==> src/rtl/memory_arbiter_pkg.sv <==
// memory_arbiter_pkg: shared state type and default widths for the memory port arbiter
package memory_arbiter_pkg;
  localparam int DEFAULT_ADDR_WIDTH = 32;
  localparam int DEFAULT_DATA_WIDTH = 32;
  typedef enum logic {ARB_IDLE, ARB_LOCKED} arb_state_t;
endpackage

==> src/rtl/rr_priority_picker.sv <==
// rr_priority_picker: one-hot round-robin pick of the first request above last, wrapping
module rr_priority_picker #(
  parameter int N = 2,
  parameter int IW = $clog2(N)
) (
  input  logic [N-1:0]  req,
  input  logic [IW-1:0] last,
  output logic [N-1:0]  grant,
  output logic [IW-1:0] idx
);
  always_comb begin
    grant = '0;
    idx = '0;
    for (int i = N - 1; i >= 0; i--)
      if (req[i]) begin
        grant = '0;
        grant[i] = 1'b1;
        idx = IW'(i);
      end
    for (int i = N - 1; i >= 0; i--)
      if (req[i] && i > int'(last)) begin
        grant = '0;
        grant[i] = 1'b1;
        idx = IW'(i);
      end
  end
endmodule

==> src/rtl/memory_port_arbiter.sv <==
// memory_port_arbiter: round-robin single-port memory arbiter with lock and lock watchdog
module memory_port_arbiter
  import memory_arbiter_pkg::*;
#(
  parameter int NUM_REQ = 2,
  parameter int ADDR_WIDTH = DEFAULT_ADDR_WIDTH,
  parameter int DATA_WIDTH = DEFAULT_DATA_WIDTH,
  parameter int LOCK_TIMEOUT = 255
) (
  input  logic                          clock,
  input  logic                          reset_n,
  input  logic [NUM_REQ-1:0]            req_valid,
  input  logic [NUM_REQ-1:0]            req_write,
  input  logic [NUM_REQ-1:0]            req_lock,
  input  logic [NUM_REQ*ADDR_WIDTH-1:0] req_address,
  input  logic [NUM_REQ*DATA_WIDTH-1:0] req_wdata,
  output logic [NUM_REQ-1:0]            req_ready,
  output logic [NUM_REQ-1:0]            rsp_valid,
  output logic [DATA_WIDTH-1:0]         rsp_data,
  output logic                          lock_error,
  output logic [ADDR_WIDTH-1:0]         mem_address,
  output logic [DATA_WIDTH-1:0]         mem_write_input,
  output logic                          mem_write_enable,
  input  logic [DATA_WIDTH-1:0]         mem_read_output
);
  localparam int IW = $clog2(NUM_REQ);
  localparam int CW = $clog2(LOCK_TIMEOUT + 1);
  arb_state_t state, state_n;
  logic [IW-1:0] owner, last, idx;
  logic [CW-1:0] idle_cnt;
  logic [NUM_REQ-1:0] grant;
  logic any, owner_idle, timeout;
  rr_priority_picker #(.N(NUM_REQ), .IW(IW)) u_picker (
    .req(state == ARB_LOCKED ? req_valid & (NUM_REQ'(1) << owner) : req_valid),
    .last(last),
    .grant(grant),
    .idx(idx)
  );
  assign rsp_data = mem_read_output;
  always_comb begin
    any = |grant;
    owner_idle = state == ARB_LOCKED && !req_valid[owner];
    timeout = owner_idle && idle_cnt == CW'(LOCK_TIMEOUT);
    state_n = state == ARB_IDLE ? (any && req_lock[idx] ? ARB_LOCKED : ARB_IDLE)
                                : (timeout || (any && !req_lock[idx]) ? ARB_IDLE : ARB_LOCKED);
    req_ready = grant;
    lock_error = timeout;
    mem_address = any ? req_address[int'(idx)*ADDR_WIDTH +: ADDR_WIDTH] : '0;
    mem_write_input = any ? req_wdata[int'(idx)*DATA_WIDTH +: DATA_WIDTH] : '0;
    mem_write_enable = any && req_write[idx];
  end
  always_ff @(posedge clock or negedge reset_n)
    if (!reset_n) begin
      state <= ARB_IDLE;
      owner <= '0;
      last <= IW'(NUM_REQ - 1);
      idle_cnt <= '0;
      rsp_valid <= '0;
    end else begin
      state <= state_n;
      rsp_valid <= any && !req_write[idx] ? grant : '0;
      if (any) begin
        last <= idx;
        owner <= idx;
      end
      idle_cnt <= any || timeout ? '0 : owner_idle ? idle_cnt + CW'(1) : idle_cnt;
    end
endmodule
==> config.mk <==
export PLATFORM = sky130hd
export DESIGN_NAME = memory_port_arbiter
export DESIGN_NICKNAME = d
export VERILOG_FILES = /design/src/rtl/memory_arbiter_pkg.sv /design/src/rtl/rr_priority_picker.sv /design/src/rtl/memory_port_arbiter.sv
export SDC_FILE = /design/constraint.sdc
export NUM_CORES = 1
export LEC_CHECK = 0
export CAP_MARGIN = 30
export CORE_AREA = 5 5 101 103
export DETAILED_ROUTE_END_ITERATION = 16
export DIE_AREA = 0 0 106 108
export PLACE_DENSITY = 0.82
export SYNTH_ARGS = -nofsm -noshare
export SYNTH_HDL_FRONTEND = slang
export SYNTH_SLANG_ARGS = --single-unit
==> constraint.sdc <==
create_clock -name clock -period 2.2 [get_ports clock]
set_clock_uncertainty 0.1 [all_clocks]
set_input_delay 0.44 -clock clock [delete_from_list [all_inputs] [get_ports clock]]
set_output_delay 0.44 -clock clock [all_outputs]
set_load 0.1 [all_outputs]
==> key figures <==
STA
  • Final Cycle Share: 1.07
  • RSZ-0062 raised after global routing: yes
  • Final hold violation count: 0
  • Fmax: 0.425 GHz
  • Least-Margin Pin Slew: 0.622 ns
  • Max_slew headroom: 0.584
  • Fin Hold WS: 0.434 ns
  • Final setup margin: -0.151 ns
  • Final slew viol count: 0
  • Final min period: 2.35 ns
  • # setup viols final: 65

Status
  • Failing checks: negative setup slack
  • Status: complete, but fails checks

Floorplan
  • Full die area: 11400 um^2
  • # rows: 35
  • Initial Util: 0.207
  • Core area: 9110 um^2
  • Die Wd: 106 um
  • Chip height: 108 um
  • Io pins: 270

Final layout
  • Synth-to-layout area growth: 203%
  • Fraction of layout cells with a size suffix above 1: 0.470
  • Commonest non-fill, non-tap cell in the layout: clkdlybuf4s50_1
  • Diodes inserted: 0
  • FILL cells: 695
  • Fin nets: 689
  • Final Util: 0.627
  • Final std cells w/o fill: 630
  • Commonest cells after routing, fill and taps aside: clkdlybuf4s50_1 (133), buf_12 (75), nand2_1 (69)

Global route
  • Largest net degree at the start of global routing: 36
  • Initial antenna violation count: 0
  • M3 GR Usage: 0.0645
  • GR Overflow Total: 0
  • GRT met2 Usage: 0.342
  • Number of global-route vias before repair: 3043
  • Gr usage total: 0.176
  • Most Crowded Layer GR: met2
  • Grt met1 use: 0.187
  • Global-route wire length before repair: 16100 um

Synthesis
  • Share of flip-flops with an asynchronous set or reset: 1.00
  • Syn Nets: 491
  • Area contributors post-synth: nand2_1 (27%), nand3_1 (18%), dfrtp_1 (16%)
  • Avg Inst Size Synth: 5.86 um^2
  • Post-Syn Instances: 322
  • Post-synth top area cell: nand2_1
  • Post-synth EDFFs: 0
  • Synth cell types: 36
  • Post-synthesis sequential area ratio: 0.173
  • Main synth FF type: dfrtp_1
  • Synth warn: 0
  • Top-area cell type share of the netlist area: 0.267
  • Number of synthesized register bits: 13
  • Synth Cell Area: 1890 um^2

CTS
  • H-tree depth: 1
  • CTS clk-pin slew, worst paths: 0.06 ns
  • Num CTS Buffers: 3
  • Sink Count: 13
  • Latest clock arrival within the worst-skew pair: 0.25 ns
  • Clock Path Buffers: 2
  • Clock root cell: clkbuf_8
  • CTS tree: yes

Route
  • DR vias/cell: 4.77
  • # DRC: 0
  • Routed WL per cell: 19.1 um
  • Via Count: 3002
  • TritonRoute pass-1 iters: 4
  • Detailed Route WL: 12000 um
  • Number of DRC markers in iteration 0: 116
  • Antenna-violating nets left: 0

Placed design
  • # port buffers: 205
  • Routability-driven placement congestion ratio: 0.799
  • DPL Wire Length: 8240 um
  • Placed Cells: 602

Critical path
  • WS Path Type: register to output port
  • CP startpoint kind: register
  • Worst Reg2Reg Path Length in Cells: 7
  • Critical Path End Type: output port
  • Arr. time, crit path: 1.81 ns
  • Worst Path Max Fanout: 7
  • CP Data Required Time: 1.66 ns

Job
  • Max Cap Viol: 0

Pwr
  • P per Cell Area: 1090 nW/um^2
  • Leak: 0.00244 uW
  • Peak supply drop: 0.000626 V
  • Total power: 6210 uW

Min path
  • Min-Delay Path Class: register to register
  • Hold depth: 1
cell families (layout without fill, tap and decap cells):
family / Yosys count / after routing / share of synthesized area
flip-flops: 13 / 13 / 0.173
AND/OR/NAND/NOR: 230 / 230 / 0.534
AO/OA/AOI/OAI: 20 / 20 / 0.0823
multiplexers: 1 / 1 / 0.00531
buffers and inverters: 57 / 254 / 0.199
adder cells (fa/ha/maj): 1 / 1 / 0.00663
through the flow:
stage	area (um^2)	setup slack (ns)	TNS, ns
final	5710	-0.151	-5.86
after global routing	5710	-0.221	-10.87
after CTS	5230	-0.131	-5.96
after detailed placement	4780	-0.294	-17.87
after global placement	4780	-0.227	-14.00
after floorplan	2050	-0.330	-1.90
cells in the mapped netlist, types with 2 or more instances:
master	number
nand2b_1	2
nor2_1	10
buf_2	12
o21ai_0	4
a21oi_1	4
and3_1	2
nor4_1	2
or3_1	2
nand3_1	68
nor3_1	2
o31ai_1	3
clkbuf_1	3
inv_1	2
a31o_1	2
dfrtp_1	12
buf_4	39
nand2_1	134
critical path, cell delays in order (launching register included):
cell      delay (ns)
dfstp_2         0.53
nand3b_1        0.13
nand3_4         0.18
buf_6           0.16
buf_12          0.14
nand2_4         0.06
a21boi_4        0.16
buf_12          0.19
path summary, 6_finish.rpt:
path	startpoint	end	slack, ns
worst max-delay path	last	mem_write_enable	-0.15
worst min-delay path	idle_cnt[7]	idle_cnt[7]	0.43
worst max register to register	idle_cnt[0]	idle_cnt[4]	0.31
worst min register to register	idle_cnt[7]	idle_cnt[7]	0.43
max in group asynchronous	reset_n	owner	1.08
min in group asynchronous	reset_n	state	0.48
registers in the layout, indices dropped and copies added (netlist names):
signal	count
owner	1
last	1
idle_cnt	8
state	1
rsp_valid	2
final cells by class:
cell class                      instances  area, um^2  share of cell area
Multi-Input combinational cell        252        1790               0.314
Sequential cell                        13         328              0.0574
Clock buffer                            4        45.0             0.00789
Tap cell                              111         139              0.0243
Inverter                                3        16.3             0.00285
Timing Repair Buffer                  247        3390               0.593
metal layers:
layer | part of all wire | up-vias
li1 | - | 1435
met1 | 0.37 | 1398
met2 | 0.54 | 164
met3 | 0.090 | 5
met4 | 0.0057 | 0
met5 | 0 | -
what timing repair did:
item	CTS	global route
hold buffers	0	0
setup buffers	7	3
pin swaps	44	56
gates resized for setup	38	59
cloned	7	7
endpoints found under the setup margin	68	67
power by group:
part / internal [uW] / switching (uW)
Combinational: 2170 / 3500
Clock: 128 / 87.7
Sequential: 287 / 41.0
Power figures use the tool's default switching activity.
